==> src/rtl/controle_multiciclo.sv <==
// controle_multiciclo: multicycle control unit for the UP RISC-V datapath.
// The state register sits in a single always_ff block. Outputs are decoded
// combinationally from that state (Moore). The one exception is PCwrite in
// BRANCH, which also depends on zero and funct3 (Mealy).
//
// Ports:
//   clk, rst        clock (rising edge), asynchronous active-low reset
//   opcode/funct3/  instruction fields from IR; sampled from DECODE onward
//   funct7b30
//   zero            ALU zero flag (combinational from datapath)
//   PCwrite..LoadMDR, RegWrite, MemToReg   datapath strobes
//   AluSrcA/AluSrcB/PCSource/IorD          datapath mux selects
//   AluOperation    ALU function code
//   exitState       current state code (debug)
module controle_multiciclo #(
   parameter int MEM_LAT = 1   // memory read latency, 1 or 2 cycles
) (
   input  logic       clk,
   input  logic       rst,
   input  logic [6:0] opcode,
   input  logic [2:0] funct3,
   input  logic       funct7b30,
   input  logic       zero,
   output logic       PCwrite,
   output logic       IRwrite,
   output logic       MemRead,
   output logic       MemWrite,
   output logic       IorD,
   output logic       LoadA,
   output logic       LoadB,
   output logic       LoadAluOut,
   output logic       LoadMDR,
   output logic       RegWrite,
   output logic       MemToReg,
   output logic       AluSrcA,
   output logic [1:0] AluSrcB,
   output logic       PCSource,
   output logic [2:0] AluOperation,
   output logic [3:0] exitState
);

   typedef enum logic [3:0] {
      S_RESET      = 4'd0,
      S_FETCH      = 4'd1,
      S_FETCH_WAIT = 4'd2,
      S_DECODE     = 4'd3,
      S_EXEC_R     = 4'd4,
      S_EXEC_I     = 4'd5,
      S_ADDR       = 4'd6,
      S_MEM_RD     = 4'd7,
      S_MEM_WAIT   = 4'd8,
      S_WB_LD      = 4'd9,
      S_MEM_WR     = 4'd10,
      S_BRANCH     = 4'd11,
      S_WB_ALU     = 4'd12,
      S_ERROR      = 4'd15
   } state_t;

   localparam logic [6:0] OP_R  = 7'b0110011;
   localparam logic [6:0] OP_I  = 7'b0010011;
   localparam logic [6:0] OP_LD = 7'b0000011;
   localparam logic [6:0] OP_ST = 7'b0100011;
   localparam logic [6:0] OP_BR = 7'b1100011;

   localparam logic [2:0] ALU_LOAD = 3'b000;
   localparam logic [2:0] ALU_ADD  = 3'b001;
   localparam logic [2:0] ALU_SUB  = 3'b010;
   localparam logic [2:0] ALU_AND  = 3'b011;
   localparam logic [2:0] ALU_XOR  = 3'b110;

   // Index of the final wait cycle in FETCH_WAIT / MEM_WAIT.
   localparam logic [1:0] LAST_WAIT = 2'(MEM_LAT - 1);

   state_t     state;
   logic [1:0] wait_cnt;
   logic       last_wait;
   logic [2:0] fn_op;
   logic       fn_ok;
   logic       br_ok;
   logic       br_take;

   assign last_wait = (wait_cnt == LAST_WAIT);

   // ALU function for EXEC_R / EXEC_I. funct7b30 selects SUB only for R-type.
   always_comb begin
      fn_op = ALU_LOAD;
      fn_ok = 1'b1;
      case (funct3)
         3'b000:  fn_op = (state == S_EXEC_R && funct7b30) ? ALU_SUB : ALU_ADD;
         3'b111:  fn_op = ALU_AND;
         3'b100:  fn_op = ALU_XOR;
         default: fn_ok = 1'b0;
      endcase
   end

   // BEQ (000) is taken on zero, BNE (001) on !zero.
   assign br_ok   = (funct3 == 3'b000) || (funct3 == 3'b001);
   assign br_take = ((funct3 == 3'b000) && zero) || ((funct3 == 3'b001) && !zero);

   always_ff @(posedge clk or negedge rst) begin
      if (!rst) begin
         state    <= S_RESET;
         wait_cnt <= 2'd0;
      end else begin
         case (state)
            S_RESET:  state <= S_FETCH;
            S_FETCH: begin
               state    <= S_FETCH_WAIT;
               wait_cnt <= 2'd0;
            end
            S_FETCH_WAIT: begin
               if (last_wait) state <= S_DECODE;
               else           wait_cnt <= wait_cnt + 2'd1;
            end
            S_DECODE: begin
               case (opcode)
                  OP_R:         state <= S_EXEC_R;
                  OP_I:         state <= S_EXEC_I;
                  OP_LD, OP_ST: state <= S_ADDR;
                  OP_BR:        state <= S_BRANCH;
                  default:      state <= S_ERROR;
               endcase
            end
            S_EXEC_R, S_EXEC_I: state <= fn_ok ? S_WB_ALU : S_ERROR;
            S_ADDR:   state <= (opcode == OP_LD) ? S_MEM_RD : S_MEM_WR;
            S_MEM_RD: begin
               state    <= S_MEM_WAIT;
               wait_cnt <= 2'd0;
            end
            S_MEM_WAIT: begin
               if (last_wait) state <= S_WB_LD;
               else           wait_cnt <= wait_cnt + 2'd1;
            end
            S_WB_LD, S_WB_ALU, S_MEM_WR: state <= S_FETCH;
            S_BRANCH: state <= br_ok ? S_FETCH : S_ERROR;
            S_ERROR:  state <= S_ERROR;
            default:  state <= S_ERROR;   // unused codes 13/14
         endcase
      end
   end

   // Output decode. RESET/ERROR fall through to the all-zero defaults, so an
   // asynchronous reset kills any write strobe immediately.
   always_comb begin
      PCwrite      = 1'b0;
      IRwrite      = 1'b0;
      MemRead      = 1'b0;
      MemWrite     = 1'b0;
      IorD         = 1'b0;
      LoadA        = 1'b0;
      LoadB        = 1'b0;
      LoadAluOut   = 1'b0;
      LoadMDR      = 1'b0;
      RegWrite     = 1'b0;
      MemToReg     = 1'b0;
      AluSrcA      = 1'b0;
      AluSrcB      = 2'b00;
      PCSource     = 1'b0;
      AluOperation = ALU_LOAD;
      case (state)
         S_FETCH: begin
            MemRead      = 1'b1;
            AluSrcB      = 2'b01;
            AluOperation = ALU_ADD;
         end
         S_FETCH_WAIT: begin
            MemRead = 1'b1;
            if (last_wait) begin
               // PC <= PC + 4 and IR load share this edge
               IRwrite      = 1'b1;
               PCwrite      = 1'b1;
               AluSrcB      = 2'b01;
               AluOperation = ALU_ADD;
            end
         end
         S_DECODE: begin
            // Speculatively compute the branch target into AluOut.
            LoadA        = 1'b1;
            LoadB        = 1'b1;
            LoadAluOut   = 1'b1;
            AluSrcB      = 2'b11;
            AluOperation = ALU_ADD;
         end
         S_EXEC_R, S_EXEC_I: begin
            AluSrcA = 1'b1;
            AluSrcB = (state == S_EXEC_I) ? 2'b10 : 2'b00;
            if (fn_ok) begin
               LoadAluOut   = 1'b1;
               AluOperation = fn_op;
            end
         end
         S_ADDR: begin
            AluSrcA      = 1'b1;
            AluSrcB      = 2'b10;
            AluOperation = ALU_ADD;
            LoadAluOut   = 1'b1;
         end
         S_MEM_RD: begin
            MemRead = 1'b1;
            IorD    = 1'b1;
         end
         S_MEM_WAIT: begin
            MemRead = 1'b1;
            IorD    = 1'b1;
            LoadMDR = last_wait;
         end
         S_WB_LD: begin
            RegWrite = 1'b1;
            MemToReg = 1'b1;
         end
         S_MEM_WR: begin
            MemWrite = 1'b1;
            IorD     = 1'b1;
         end
         S_BRANCH: begin
            AluSrcA      = 1'b1;
            AluOperation = ALU_SUB;
            PCSource     = 1'b1;
            PCwrite      = br_ok & br_take;
         end
         S_WB_ALU: RegWrite = 1'b1;
         default: ;
      endcase
   end

   assign exitState = state;

endmodule
==> config.mk <==
export PLATFORM = sky130hd
export DESIGN_NAME = controle_multiciclo
export DESIGN_NICKNAME = d
export VERILOG_FILES = /design/src/rtl/controle_multiciclo.sv
export SDC_FILE = /design/constraint.sdc
export NUM_CORES = 1
export LEC_CHECK = 0
export ABC_CLOCK_PERIOD_IN_PS = 1670
export BUFFER_PORTS_ARGS = -buffer_cell sky130_fd_sc_hd__buf_4
export CORE_ASPECT_RATIO = 0.7
export CORE_UTILIZATION = 30
export DETAILED_ROUTE_END_ITERATION = 6
export GPL_TIMING_DRIVEN = 0
export PLACE_DENSITY = 0.57
export SYNTH_ARGS = -nofsm -noshare
export SYNTH_HDL_FRONTEND = slang
export SYNTH_SLANG_ARGS = --single-unit
==> constraint.sdc <==
create_clock -name clk -period 1.67 [get_ports clk]
set_input_delay 0.334 -clock clk [delete_from_list [all_inputs] [get_ports clk]]
set_output_delay 0.334 -clock clk [all_outputs]
set_load 0.01 [all_outputs]
### Word-level counts from Yosys, hierarchy flattened

Cells that the tools add are included.

* add/sub/neg operators: 1
* equality and inequality tests: 23
* multiplexer cells: 32
* bitwise operators: 1
* reductions and logical operators: 24

Operators by type and width (number)
* case mux 4 bit (9 select lines): 1
* equality test 4 bit, second input constant: 5
* equality test 4 x 3 -> 1 bit, second input constant: 4
* 2-to-1 mux 4 bit: 4
* case mux 4 bit (4 select lines): 1
* 2-to-1 mux 1 bit: 15
* equality test 7 x 6 -> 1 bit, second input constant: 2
* case mux 3 bit (4 select lines): 1
* OR reduction 2 bit: 6
* OR reduction 4 bit: 3
* case mux 2 bit (5 select lines): 1
* case mux 3 bit (3 select lines): 1
* OR reduction 3 bit: 3
* equality test 4 x 2 -> 1 bit, second input constant: 2
* 2-to-1 mux 2 bit: 4
* equality test 7 x 2 -> 1 bit, second input constant: 1
* equality test 7 x 5 -> 1 bit, second input constant: 1
* equality test 7 bit, second input constant: 1
* equality test 3 bit, second input constant: 2
* != test 2 bit, second input constant: 3
* equality test 4 x 1 -> 1 bit, second input constant: 1
* logical NOT 4 bit: 1
* case mux 1 bit (2 select lines): 2
* case mux 2 bit (2 select lines): 1
* 11 further kinds: 15

* register bits: 6
* input bits: 14
* output and inout port bits: 22
* logic and storage cells: 83

### Depth between registers and ports, before layout

* depth after elaboration: 6
* gate-level depth with buffers: 6
* mapped depth without buffers: 6

### Least setup slack after synthesis

No wires, ideal clock.

* path type: register to output
* start point: register state[0], in the netlist exitState[0]
* end point: output port AluSrcB[0]
* arrival time: 1.345 ns
* required time: 1.336 ns
* slack: -0.009 ns
* stages on the path, launching flop included: 5
* buffers on the path: 2
* cell sequence: dfrtp_1 > buf_2 > buf_2 > nor3_1 > a21o_1

* word-level cells in the longest chain between the ends: 3
* elaborated cells on any way between the ends: 8
* those cells by class: eq/ne: 6; mux: 1; reduce/logical: 1

Ends and longest elaborated chain
* start, declared: RTL line 74 `state_t state;`
* start signal, assigned: RTL line 124 `S_EXEC_R, S_EXEC_I: state <= fn_ok ? S_WB_ALU : S_ERROR;`
* start signal, assigned: RTL line 125 `S_ADDR: state <= (opcode == OP_LD) ? S_MEM_RD : S_MEM_WR;`
* start signal, assigned: RTL line 135 `S_BRANCH: state <= br_ok ? S_FETCH : S_ERROR;`
* equality test 4 x 3 -> 1 bit: RTL line 160 `case (state)`
* OR reduction 2 bit: RTL line 160
* case mux 2 bit (5 select lines) (*): RTL line 160
* end, declared: RTL line 36 `output logic [1:0] AluSrcB,`

Every way passes the cells marked *; elsewhere a longest branch is shown, timed or not.

### Final worst setup path

* start point: register state[2], in the netlist exitState[2]
* end point: output port AluOperation[1]

* word-level cells in the longest chain between the ends: 6
* elaborated cells on any way between the ends: 14
* those cells by class: eq/ne: 7; mux: 4; reduce/logical: 3

Ends and longest elaborated chain
* equality test 4 x 3 -> 1 bit: RTL line 89, 160
* logical AND 1 bit: RTL line 89 `3'b000: fn_op = (state == S_EXEC_R && funct7b30) ? ALU_SUB : ALU_ADD;`
* 2-to-1 mux 2 bit: RTL line 89
* case mux 3 bit (3 select lines): RTL line 88 `case (funct3)`
* 2-to-1 mux 3 bit: RTL line 187 `if (fn_ok) begin`
* case mux 3 bit (4 select lines) (*): RTL line 160
* end, declared: RTL line 38 `output logic [2:0] AluOperation,`

Marked as above.

==> flow_summary.yaml <==
pwr:
  ir_drop_v: 0.000402
  power_frac_comb: 0.133
  switching_power_uw: 86.6
  power_density_nw_per_um2: 303
  seqPwrFrac: 0.349
  netSwitchingFraction: 0.207
  power.internal_uw: 332
  power.leakage_nw: 0.620
  clkPwrFrac: 0.517
critical_path:
  ff2ff_setup_slack_ns: 0.04
  path_max_fanout: 10
  worst-endpoint-required_ns: 1.34
  critical_path_arrival_ns: 1.51
  reg2reg_from: "exitState[1]"
  critPathLaunchType: "register"
  r2r_cells: 6
  rr_endpoint: "exitState[0]"
  critPathKind: "register to output port"
  crit_path_end_kind: "output port"
run_status:
  violations: "setup timing"
  outcome: "finished with violations"
die:
  die-area_sq_um: 2870
  die_w_um: 63.6
  core_sq_um: 2480
  start_util: 0.321
  rows: 15
  ios: 36
  die_h_um: 45.1
logic_synthesis:
  ys_types: 42
  ys_seq_area_frac: 0.189
  syn_avg_cell_area_sq_um: 7.30
  synth_warnings: 0
  async_flop_share: 1.00
  synth_commonest_cells: "nor2_1, a21oi_1, nand2_1, o21ai_0"
  synth_area_sq_um: 796
  yosysMostFrequentCell: "nor2_1"
  synth_cells: 109
  yosysTopAreaCell: "dfrtp_1"
  synth-seq-cells: 6
  ys.flop_type: "dfrtp_1"
  netlist.area_leader.share: 0.189
  synth_enable_flop_cells: 0
  syn_nets: 124
  netlist_top_cells_area: "dfrtp_1, a21oi_1, nor2_1, o21ai_0, nor3_1"
placement:
  dp_slack_ns: -0.191
  port_buffers: 35
  postPlaceCellArea_sq_um: 1110
  dp_hpwl_um: 1820
  gp_congestion: 0.845
detailed_routing:
  firstDrtPassIters: 4
  drtAntennaViolNets: 0
  via_per_inst: 5.45
  vias: 1035
  drc: 0
  wl_per_cell_um: 13.9
  dr.first_iter.drc_count: 54
  finalWirelength_um: 2640
clock_network:
  numClockSinks: 6
  clk_pin_slew_ns: 0.04
  htreeDepth: 1
  cts_buffers: 3
  clk_latency_ns: 0.22
  cts_tree: "done"
  clock_path_buffers: 2
  cts_root_buf: "clkbuf_8"
global_routing:
  antenna_found_initial: 0
  grt_pass1_wl_um: 3970
  grt_max_degree: 11
  grt.total_usage: 0.182
  grt_pass1_vias: 867
  gr-total-overflow: 0
sta:
  slew_headroom: 0.693
  fin_tns_setup_ns: -0.980
  finalSetupViolations: 12
  fin_crit_ns: 1.84
  rsz0062_at_grt: "true"
  post-route-period-util: 1.10
  slew_violations: 0
  max_freq_ghz: 0.544
  fin_ws_ns: -0.170
  fin_worst_skew_ns: 0.00455
  hold_viol_final: 0
  worst_pin_slew_ns: 0.461
layout:
  multi_input_area_sq_um: 689
  postLayoutCellArea_sq_um: 1380
  syn_to_final_growth_pct: 73.9
  fillCellCount: 245
  num_antenna_cells: 0
  seqCellArea_sq_um: 151
  drive_gt1_frac: 0.551
  finalNetCount: 173
run:
  cap_violations: 0
min_path:
  min-delay-path-class: "input pin to asynchronous set/reset pin"
-- per-stage QoR --
step / hold WS, ns / utilization / total power [mW] / std cells
6_report: 0.453 / 0.559 / 0.419 / 190
5_1_grt: 0.469 / 0.559 / 0.436 / 190
4_1_cts: 0.455 / 0.525 / 0.417 / 187
3_5_place_dp: 0.144 / 0.448 / 0.197 / 178
3_3_place_gp: 0.142 / 0.448 / 0.196 / 178
2_1_floorplan: 0.0384 / - / 0.163 / 109
-- final cells by class --
cell class                 instances  share of cell area
clock buffer                       3              0.0298
multi-input combinational         88               0.498
tap                               34              0.0307
inverter                           7              0.0208
buffer                             8              0.0624
sequential                         6               0.109
timing repair buffer              44               0.249
-- cells by family after synthesis --
| family | count (synthesis) | synth area share |
|---|---|---|
| XOR/XNOR | 2 | 0.0220 |
| AND/OR/NAND/NOR | 48 | 0.357 |
| flip-flops | 6 | 0.189 |
| adder cells (fa/ha/maj) | 1 | 0.0157 |
| buffers and inverters | 15 | 0.0990 |
| AO/OA/AOI/OAI | 37 | 0.318 |
-- cell usage in the layout (no fill, tap or decap), types with 3 or more instances in the layout --
cell and n:
nand2b_1 3, buf_4 41, o31a_1 3, clkbuf_8 3, buf_6 7, nor3_2 4, dfrtp_1 5, nor2_1 7
inv_1 3, a21oi_1 6, inv_2 3, o21ai_0 3, o21ai_1 3, nand2_1 7
-- per-layer routing --
metal | global-route usage | vias up | routed length [um]
li1 | - | 492 | -
met1 | 0.262 | 501 | 1210
met2 | 0.272 | 36 | 1220
met3 | 0.0455 | 6 | 173
met4 | 0.0409 | 0 | 34
met5 | 0 | - | 0
-- timing repair --
item / in CTS / in global routing
buffers inserted: 5 / 3
endpoints found under the hold margin: 6 / 0
pin swaps: 2 / 6
setup endpoints to repair: 18 / 20
hold buffers: 1 / 0
gates resized for setup: 29 / 20
-- power by group through the flow --
stage,clock network (mW),registers (mW),logic [mW]
2_1_floorplan,0,0.148,0.0147
3_3_place_gp,0,0.148,0.0479
3_5_place_dp,0,0.148,0.0486
4_1_cts,0.218,0.146,0.0529
5_1_grt,0.230,0.146,0.0604
6_report,0.216,0.146,0.0559
-- registers in the layout, indices dropped and copies added (netlist names) --
name / flops
wait_cnt: 2
exitState: 4
-- how the worst max path moves through the flow --
stage | from | endpoint | depth (start not counted)
floorplan | exitState[0] | AluOperation[1] | 5
global placement | exitState[2] | AluOperation[0] | 6
detailed placement | exitState[2] | AluOperation[0] | 6
CTS | exitState[2] | LoadB | 6
global route | exitState[2] | AluOperation[0] | 6
finish | exitState[2] | AluOperation[1] | 6
-- worst max-delay path: stages (launching register included) --
cell     delay, ns
dfrtp_1       0.37
buf_6         0.15
nor2b_4       0.14
a31o_2        0.27
a21oi_2       0.14
o21ai_1       0.07
buf_4         0.14
(Power assumes the default switching activity.)
